File: src/rtl/seq_scan_ctrl_if.sv
`default_nettype none
// ============================================================================
// Module      : seq_scan_ctrl_if
// Description : Byte handshake and status bundle between a byte producer and
//               seq_scan_ctrl.
//               master : producer side. Drives in_valid, in_data, overlap and
//                        clear; observes in_ready and the status outputs.
//               slave  : controller side.
// Revision    : 1.0  initial release
// ============================================================================
interface seq_scan_ctrl_if #(
    parameter int CNT_W = 8
);
    logic             in_valid;
    logic [7:0]       in_data;
    logic             in_ready;
    logic             overlap;
    logic             clear;
    logic             busy;
    logic             bit_out;
    logic             seq_seen;
    logic [CNT_W-1:0] match_count;

    modport master (
        output in_valid, in_data, overlap, clear,
        input  in_ready, busy, bit_out, seq_seen, match_count
    );

    modport slave (
        input  in_valid, in_data, overlap, clear,
        output in_ready, busy, bit_out, seq_seen, match_count
    );
endinterface
`default_nettype wire

File: src/rtl/seq_scan_ctrl.sv
`default_nettype none
// ============================================================================
// Module      : seq_scan_ctrl
// Description : Accepts bytes on a valid/ready handshake and serializes each
//               byte MSB first, one bit per clock, into a 4-bit pattern
//               matcher. Each match gives a one-cycle seq_seen pulse and
//               increments a saturating match counter. Overlapping or
//               non-overlapping detection is chosen per byte.
// Ports       : clk          - clock, rising edge
//               reset        - asynchronous active-high reset
//               bus (slave)  - in_valid/in_data/in_ready handshake, overlap,
//                              clear, busy, bit_out, seq_seen, match_count
// Revision    : 1.0  initial release
// ============================================================================
module seq_scan_ctrl #(
    parameter logic [3:0] PATTERN = 4'b1011,
    parameter int         CNT_W   = 8
) (
    input  wire logic      clk,
    input  wire logic      reset,
    seq_scan_ctrl_if.slave bus
);

    typedef enum logic [0:0] {
        ST_IDLE  = 1'b0,
        ST_SHIFT = 1'b1
    } state_t;

    localparam logic [CNT_W-1:0] c_cnt_max = '1;

    state_t           r_state;
    logic [7:0]       r_sreg;
    logic [2:0]       r_idx;
    logic             r_mode;
    logic [2:0]       r_hist;
    logic [2:0]       r_fill;
    logic             r_seq_seen;
    logic [CNT_W-1:0] r_match_count;

    logic             w_in_ready;
    logic             w_bit_out;
    logic             w_accept;
    logic             w_consume;
    logic             w_match;

    // Ready on the last-bit cycle as well, so back-to-back bytes have no
    // bubble. Forced low while reset is held.
    assign w_in_ready = ~reset & ((r_state == ST_IDLE) || (r_idx == 3'd0));
    assign w_accept   = bus.in_valid & w_in_ready;
    assign w_consume  = (r_state == ST_SHIFT);
    assign w_bit_out  = w_consume ? r_sreg[r_idx] : 1'b0;
    // History must hold three real bits before a match is allowed.
    assign w_match    = w_consume && (r_fill == 3'd3) &&
                        ({r_hist, w_bit_out} == PATTERN);

    always_ff @(posedge clk or posedge reset) begin
        if (reset) begin
            r_state       <= ST_IDLE;
            r_sreg        <= 8'd0;
            r_idx         <= 3'd0;
            r_mode        <= 1'b0;
            r_hist        <= 3'd0;
            r_fill        <= 3'd0;
            r_seq_seen    <= 1'b0;
            r_match_count <= '0;
        end else begin
            // Byte scheduler
            if (r_state == ST_IDLE) begin
                if (w_accept) begin
                    r_sreg  <= bus.in_data;
                    r_idx   <= 3'd7;
                    r_mode  <= bus.overlap;
                    r_state <= ST_SHIFT;
                end
            end else begin
                if (r_idx == 3'd0) begin
                    if (w_accept) begin
                        r_sreg  <= bus.in_data;
                        r_idx   <= 3'd7;
                        r_mode  <= bus.overlap;
                        r_state <= ST_SHIFT;
                    end else begin
                        r_state <= ST_IDLE;
                    end
                end else begin
                    r_idx <= r_idx - 3'd1;
                end
            end

            // Matcher. r_mode still belongs to the byte whose bit is being
            // consumed, even on a reload edge, because the reload is
            // non-blocking.
            if (bus.clear) begin
                r_match_count <= '0;
                r_hist        <= 3'd0;
                r_fill        <= 3'd0;
                r_seq_seen    <= 1'b0;
            end else if (w_consume) begin
                r_seq_seen <= w_match;
                if (w_match) begin
                    if (r_match_count != c_cnt_max) begin
                        r_match_count <= r_match_count + 1'b1;
                    end
                    if (r_mode) begin
                        r_hist <= {r_hist[1:0], w_bit_out};
                        r_fill <= 3'd3;
                    end else begin
                        r_hist <= 3'd0;
                        r_fill <= 3'd0;
                    end
                end else begin
                    r_hist <= {r_hist[1:0], w_bit_out};
                    if (r_fill != 3'd3) begin
                        r_fill <= r_fill + 3'd1;
                    end
                end
            end else begin
                r_seq_seen <= 1'b0;
            end
        end
    end

    assign bus.in_ready    = w_in_ready;
    assign bus.busy        = (r_state == ST_SHIFT);
    assign bus.bit_out     = w_bit_out;
    assign bus.seq_seen    = r_seq_seen;
    assign bus.match_count = r_match_count;

endmodule
`default_nettype wire

File: src/flat_wrapper.sv
// flat-port wrapper written by rule: the top's interface ports become plain ports
module seq_scan_ctrl_flat 
#(
    parameter logic [3:0] PATTERN = 4'b1011,
    parameter int         CNT_W   = 8
)
  (clk, reset, bus_in_valid, bus_in_data, bus_overlap, bus_clear, bus_in_ready, bus_busy, bus_bit_out, bus_seq_seen, bus_match_count);
  seq_scan_ctrl_if #(.CNT_W(CNT_W)) bus_i ();
  input  wire logic clk;
  input  wire logic reset;
  input wire logic [$bits(bus_i.in_valid)-1:0] bus_in_valid;
  input wire logic [$bits(bus_i.in_data)-1:0] bus_in_data;
  input wire logic [$bits(bus_i.overlap)-1:0] bus_overlap;
  input wire logic [$bits(bus_i.clear)-1:0] bus_clear;
  output wire logic [$bits(bus_i.in_ready)-1:0] bus_in_ready;
  output wire logic [$bits(bus_i.busy)-1:0] bus_busy;
  output wire logic [$bits(bus_i.bit_out)-1:0] bus_bit_out;
  output wire logic [$bits(bus_i.seq_seen)-1:0] bus_seq_seen;
  output wire logic [$bits(bus_i.match_count)-1:0] bus_match_count;
  assign bus_i.in_valid = bus_in_valid;
  assign bus_i.in_data = bus_in_data;
  assign bus_i.overlap = bus_overlap;
  assign bus_i.clear = bus_clear;
  assign bus_in_ready = bus_i.in_ready;
  assign bus_busy = bus_i.busy;
  assign bus_bit_out = bus_i.bit_out;
  assign bus_seq_seen = bus_i.seq_seen;
  assign bus_match_count = bus_i.match_count;
  seq_scan_ctrl #(.PATTERN(PATTERN), .CNT_W(CNT_W)) u_core (.clk(clk), .reset(reset), .bus(bus_i));
endmodule
File: config.mk
export PLATFORM = sky130hd
export DESIGN_NAME = seq_scan_ctrl_flat
export DESIGN_NICKNAME = d
export VERILOG_FILES = /design/src/rtl/seq_scan_ctrl_if.sv /design/src/rtl/seq_scan_ctrl.sv /design/src/flat_wrapper.sv
export SDC_FILE = /design/constraint.sdc
export NUM_CORES = 1
export LEC_CHECK = 0
export ABC_AREA = 1
export CAP_MARGIN = 20
export CORE_MARGIN = 2
export CORE_UTILIZATION = 56
export CTS_CLUSTER_SIZE = 8
export DETAILED_ROUTE_END_ITERATION = 10
export PLACE_DENSITY_LB_ADDON = 0.1
export SLEW_MARGIN = 20
export SYNTH_ARGS = -nofsm -noshare
export SYNTH_HDL_FRONTEND = slang
export SYNTH_SLANG_ARGS = --single-unit
File: constraint.sdc
create_clock -name clk -period 4.9 [get_ports clk]
set_input_delay 0.98 -clock clk [delete_from_list [all_inputs] [get_ports clk]]
set_output_delay 0.98 -clock clk [all_outputs]
set_load 0.01 [all_outputs]
; ---- Word-level counts from Yosys, hierarchy flattened
; Index checks and enable logic that the tools add are counted.
[word_totals]
regBits = 28
output_inout_bits = 12
[classes]
n_reduce_logical = 10
order_cmp = 1
add_sub_neg = 3
eq_ne = 5
n_mux = 30
bitwise = 4
[ops]
columns = operator, count
row1 = 8-bit 2-to-1 mux, 7
row2 = 3-bit 2-to-1 mux, 11
row3 = 1-bit 2-to-1 mux, 10
row4 = "8-bit by 1-bit adder with 8-bit output, second input constant", 1
row5 = "8-bit inequality test, second input constant", 1
row6 = 2-bit nonzero test, 3
row7 = "4-bit equality test, second input constant", 1
row8 = "3-bit by 4-bit less-than comparator with 1-bit output, second input constant", 1
row9 = "3-bit by 1-bit adder with 3-bit output, second input constant", 1
row10 = 1-bit binary-select mux with 3-bit select, 1
row11 = "3-bit by 2-bit equality test with 1-bit output, second input constant", 1
row12 = 3-bit logical NOT, 1
row13 = "3-bit by 2-bit inequality test with 1-bit output, second input constant", 1
row14 = 3-bit AND reduction, 1
row15 = 3-bit nonzero test, 1
row16 = "3-bit by 1-bit subtractor with 3-bit output, second input constant", 1
row17 = 1-bit bitwise AND, 2
row18 = 1-bit logical AND, 2
row19 = 2-bit 2-to-1 mux, 1
row20 = "2-bit inequality test, second input constant", 1
row21 = 1-bit inverter, 2
row22 = 2-bit AND reduction, 1
row23 = 1-bit logical OR, 1

; ---- Logic depth before layout (Yosys ltp)
; Gate-level depths: netlist (run 1).
[logic_depth]
ltp_word = 8
depth_mapped = 12
mapped_depth_nobuf = 12

; ---- Worst setup path after synthesis (run 1)
; OpenSTA, ideal clock, no wires.
[synth_timing]
kind = input to output
start = in reset
end = out bus_in_ready
required_ps = 3920
path_stages = 1
path_slack_ps = 2794
arrival_time_ps = 1126
path_cell_list = nor2_2
[synth_between]
elab_chain_len = 2
[synth_lines]
columns = element, line_no
row1 = from (decl), flat_wrapper.sv:10  ; input wire logic reset;
row2 = 1-bit inverter, seq_scan_ctrl.sv:48  ; assign w_in_ready = ~reset & ((r_state == ST_IDLE) || (r_idx == 3'd0));
row3 = 1-bit bitwise AND, seq_scan_ctrl.sv:48
row4 = to (decl), flat_wrapper.sv:15  ; output wire logic [$bits(bus_i.in_ready)-1:0] bus_in_ready;
; Every way passes these cells.

; ---- Worst setup path after layout (run 1)
; Ends and elaborated chain as after synthesis.

==> results.sh, run 1 <==
export IMPL_pwr_share_comb=0.403
export IMPL_fmax_mhz=325
export IMPL_cellPowerDensity_mw_per_mm2=451
export IMPL_ys_seq_area_frac=0.458
export IMPL_ir_worst_vdd_uv=346
export IMPL_final_cell_mix="nand2_1 (44), dfrtp_1 (28), inv_1 (25), clkdlybuf4s50_1 (24), nor2_1 (23)"
export IMPL_synth_cell_types=25
export IMPL_area_growth_pct=20.1
export IMPL_rsz0062_at_grt="no"
export IMPL_setup_violations=0
export IMPL_routed_wl_mm=3.08
export IMPL_max_slew_margin=0.594
export IMPL_nets=236
export IMPL_hold_buffers=0
export IMPL_worstSetupEndpointType="output port"
export IMPL_grt_pass1_vias=1284
export IMPL_p_clk_frac=0.181
export IMPL_cts_max_path_buffers=2
export IMPL_cp_required_ps=3920
export IMPL_drtAntennaViolNets=0
export IMPL_period_needed_ps=3080
export IMPL_drv_cap=0
export IMPL_avgSynthCellArea_um2=7.92
export IMPL_grt_max_degree=29
export IMPL_ys_top_cells_by_area="dfrtp_1 (46%), nand2_1 (11%), inv_1 (6.4%)"
export IMPL_power_internal_mw=0.512
export IMPL_cts_sinks=28
export IMPL_port_buffers=24
export IMPL_grt_overflow=0
export IMPL_drt_iter0_drc=37
export IMPL_fin_skew_ps=8.30
export IMPL_hold_viol_final=0
export IMPL_antenna_found_initial=0
export IMPL_ctsResizeCount=0
export IMPL_rows=18
export IMPL_h_tree_depth=1
export IMPL_post_drt_wl_per_cell_um=12.5
export IMPL_swShare=0.382
export IMPL_final_layout_size_suffix_gt1_frac=0.0922
export IMPL_die_y_um=56.3
export IMPL_syn_cell_area_mm2=0.00153
export IMPL_cts_setup_buffers=0
export IMPL_insertion_delay_ps=320
export IMPL_drv_slew=0
export IMPL_seqPwrFrac=0.417
export IMPL_cts_buffers=3
export IMPL_p_leak_nw=0.903
export IMPL_final_common_cell="nand2_1"
export IMPL_yosys_area_top_type_share=0.458
export IMPL_path_class="input port to output port"
export IMPL_ys_warn_count=0
export IMPL_cp_data_arrival_time_ps=2100
export IMPL_r2r_cells=10
export IMPL_die_w_um=56.3
export IMPL_clkTransAtPathRegs_ps=150
export IMPL_initial_core_util=0.606
export IMPL_period_share=0.628
export IMPL_postSynthCellCount=193
export IMPL_hpwl_mm=2.34
export IMPL_vias=1321
export IMPL_p_sw_mw=0.316
export IMPL_final_util=0.728
export IMPL_yosys_area_top_type="dfrtp_1"
export IMPL_whs_path_depth=2
export IMPL_syn_num_nets=211
export IMPL_synth_seq_cells=28
export IMPL_drtPass1Iterations=4
export IMPL_diodes=0
export IMPL_status="finished clean"
export IMPL_boundaryPins=25
export IMPL_track_usage=0.210
export IMPL_setup_slack_ps=1820
export IMPL_avgViaCountPerCell=5.35
export IMPL_grt_pass1_wl_mm=5.33
export IMPL_cts_tree="done"
export IMPL_hp_class="register to register"
export IMPL_total_power_mw=0.828
export IMPL_drc=0
export IMPL_final_cells=247
export IMPL_start_kind="input port"
export IMPL_pre_cts_slack_ps=1840
export IMPL_place_inst=243
export IMPL_setup_tns_ps=0
export IMPL_clockRootBuffer="clkbuf_4"
export IMPL_worst_slew_pin_slew_ps=608
export IMPL_place_congestion=0.827
export IMPL_dieArea_mm2=0.00316
export IMPL_crit_fanout=2
export IMPL_core_mm2=0.00252
## final timing paths
path                                        from                         to  slack, ps
worst min register to register  u_core.r_sreg[0]           u_core.r_sreg[0]        530
worst min-delay path            u_core.r_sreg[0]           u_core.r_sreg[0]        530
worst max register to register   u_core.r_idx[0]            u_core.r_idx[1]       2740
max in group asynchronous                  reset  u_core.bus.match_count[7]       3450
min in group asynchronous                  reset              u_core.r_mode       1060
worst max-delay path                       reset               bus_in_ready       1820
## worst max-delay path: stages
cell and delay [ps]:
clkdlybuf4s50_1 450, nor2_2 130, clkdlybuf4s50_1 540
## cells in the mapped netlist (all sizes together)
| master | number |
|---|---|
| inv | 30 |
| a22oi | 1 |
| nor3 | 4 |
| xor2 | 2 |
| ha | 5 |
| a21oi | 13 |
| o22a | 1 |
| nor3b | 2 |
| nor2 | 26 |
| nand3 | 16 |
| nand2 | 46 |
| buf | 4 |
| nand4 | 3 |
| dfrtp | 28 |
| o21ai | 12 |
## layer usage
metal,wire [um],vias up,global-route usage,part of all wire
li1,-,668,-,-
met1,1380,618,0.266,0.45
met2,1540,28,0.363,0.50
met3,103,7,0.0346,0.033
met4,47,0,0.0714,0.015
met5,0,-,0,0
## sequential cells by signal, indices dropped and copies added (netlist names)
register	cells
u_core.r_fill	3
u_core.r_idx	3
u_core.r_sreg	8
u_core.bus.match_count	8
u_core.bus.seq_seen	1
u_core.r_mode	1
u_core.r_hist	3
u_core.bus.busy	1
## through the flow
| step | cell area [um^2] | hold WS (ps) |
|---|---|---|
| floorplan | 1530 | 453 |
| global placement | 1780 | 474 |
| detailed placement | 1780 | 500 |
| CTS | 1840 | 529 |
| global route | 1840 | 548 |
| finish | 1840 | 529 |
## cells by family (layout without fill, tap and decap cells)
group / count (synthesis) / in the layout / share of synthesized area
compound gates: 27 / 27 / 0.102
simple gates: 97 / 97 / 0.299
xor+xnor: 2 / 2 / 0.0115
buf+inv: 34 / 58 / 0.0884
flops: 28 / 28 / 0.458
fa+ha+maj: 5 / 5 / 0.0409
## area by class of cell
class,count,area [um^2]
fill,190,686
sequential,28,701
clock buffer,3,22.5
inverter,30,113
timing repair buffer,24,240
clock inverter,1,30.0
multi-input combinational,131,693
tap,30,37.5
## power groups by stage
stage               logic [mW]  registers, mW  clock network, mW
finish                   0.333          0.345              0.150
global route             0.377          0.352              0.163
CTS                      0.336          0.343              0.153
detailed placement       0.334          0.348                  0
global placement         0.311          0.343                  0
floorplan                0.235          0.337                  0
No activity file was read; power rests on OpenSTA's default activity.
==> run 2, diff against run 1 <==
Settings changed: CORE_UTILIZATION 56 to 47.
Clock period 4.9 ns to 2.7 ns, I/O delays scaled along.
==> results.sh, run 2 (same netlist as run 1, synthesis figures left out) <==
export IMPL_ir_worst_vdd_uv=539
export IMPL_area_growth_pct=21.8
export IMPL_track_usage=0.181
export IMPL_max_stage_delay_ps=540
export IMPL_dieArea_mm2=0.00373
export IMPL_crit_family="buffers and inverters"
export IMPL_fin_skew_ps=1.83
export IMPL_total_power_mw=1.41
export IMPL_start_kind="register"
export IMPL_hp_class="register to register"
export IMPL_final_util=0.605
export IMPL_path_buf_inv=3
export IMPL_place_congestion=0.833
export IMPL_cellPowerDensity_mw_per_mm2=758
export IMPL_grtUsageMet3=0.0273
export IMPL_final_common_cell="nand2_1"
export IMPL_die_w_um=61.0
export IMPL_fmax_mhz=395
export IMPL_drv_cap=0
export IMPL_clockRootBuffer="clkbuf_4"
export IMPL_grt_pass1_wl_mm=5.04
export IMPL_path_class="register to output port"
export IMPL_cp_required_ps=2160
export IMPL_die_y_um=61.0
export IMPL_p_leak_nw=0.910
export IMPL_post_drt_wl_per_cell_um=11.0
export IMPL_cts_buffers=3
export IMPL_drtPass1Iterations=4
export IMPL_setup_violations=0
export IMPL_final_cell_mix="nand2_1 (44), dfrtp_1 (28), inv_1 (26), clkdlybuf4s50_1 (24), nor2_1 (22)"
export IMPL_max_slew_margin=0.694
export IMPL_drt_iter0_drc=45
export IMPL_avgViaCountPerCell=4.85
export IMPL_cts_setup_buffers=0
export IMPL_drc=0
export IMPL_worstPathCellList="inv_2, ha_1, inv_1, nor2_2, nor2_2, nor2_2, clkdlybuf4s50_1"
export IMPL_port_buffers=24
export IMPL_cts_tree="done"
export IMPL_fill_cells=288
export IMPL_initial_core_util=0.497
export IMPL_vias=1281
export IMPL_core_mm2=0.00308
export IMPL_rsz0062_at_grt="no"
export IMPL_grt_max_degree=29
export IMPL_status="finished clean"
export IMPL_routed_wl_mm=2.91
export IMPL_groute_layer_met2_usage=0.269
export IMPL_cts_max_path_buffers=2
export IMPL_nets=239
export IMPL_insertion_delay_ps=320
export IMPL_grt_busiest_layer="met2"
export IMPL_cts_sinks=28
export IMPL_cp_data_arrival_time_ps=1990
export IMPL_boundaryPins=25
export IMPL_worst_slew_pin_slew_ps=459
export IMPL_drtAntennaViolNets=0
export IMPL_grt_met1_usage=0.267
export IMPL_pre_cts_slack_ps=495
export IMPL_cp_slowest_cell="clkdlybuf4s50_1"
export IMPL_drv_slew=0
export IMPL_holdWs_ps=511
export IMPL_worstSetupEndpointType="output port"
export IMPL_cpMostUsedCell="nor2_2"
export IMPL_setup_slack_ps=168
export IMPL_crit_fanout=8
export IMPL_period_share=0.938
export IMPL_grt_overflow=0
export IMPL_rows=20
export IMPL_period_needed_ps=2530
export IMPL_final_layout_size_suffix_gt1_frac=0.105
export IMPL_diodes=0
export IMPL_clkTransAtPathRegs_ps=140
export IMPL_h_tree_depth=1
export IMPL_grt_pass1_vias=1173
export IMPL_hold_viol_final=0
export IMPL_antenna_found_initial=0
export IMPL_hpwl_mm=2.23
export IMPL_setup_tns_ps=0
[run 2: cell types whose count changed in the layout (fill, tap and decap cells not counted)]
cell and change:
buf_4 +3, nor2_2 +1, nor2_1 -1, inv_2 -1, clkbuf_8 +1, inv_1 +1
bufinv_16 -1
[run 2: cell type report]
cell class	instances	area [um^2]	share of cell area
sequential	28	701	0.376
multi-input combinational	131	696	0.373
timing repair buffer	27	263	0.141
inverter	30	113	0.0604
tap	44	55.1	0.0295
clock buffer	4	36.3	0.0195
[run 2: power by group]
| group | switching (mW) | internal [mW] |
|---|---|---|
| logic | 0.350 | 0.244 |
| clock network | 0.118 | 0.0824 |
| registers | 0.0805 | 0.539 |
| total | 0.548 | 0.865 |
[run 2: what timing repair did]
action                                  in CTS  in global routing
endpoints found under the setup margin       0                  1
hold buffers                                 0                  0
resized for setup                            0                  1
[run 2: metal layers]
layer | up-vias | part of all wire
met3 | 2 | 0.026
li1 | 666 | -
met2 | 21 | 0.45
met4 | 0 | 0.0052
met5 | - | 0
met1 | 592 | 0.52
[run 2: worst paths after layout]
check / startpoint / end / slack (ps) / cells past startpoint
max: u_core.r_idx[0] / bus_in_ready / 170 / 7
min: u_core.r_fill[1] / u_core.r_fill[1] / 510 / 2
max reg2reg: u_core.r_idx[0] / u_core.r_idx[1] / 820 / 11
min reg2reg: u_core.r_fill[1] / u_core.r_fill[1] / 510 / 2
max in group asynchronous: reset / u_core.bus.match_count[2] / 1830 / 3
min in group asynchronous: reset / u_core.r_sreg[6] / 610 / 3
[run 2: stage by stage]
step	instances	instance area [um^2]
floorplan	193	1530
CTS	264	1860
global route	264	1860
finish	264	1860
global placement	260	1820
detailed placement	260	1820
[run 2: tightest hold or removal path: cells and delay by family (launching register included)]
family | cells | cell delay, ps
and+or+nand+nor | 2 | 120
DFF | 1 | 380
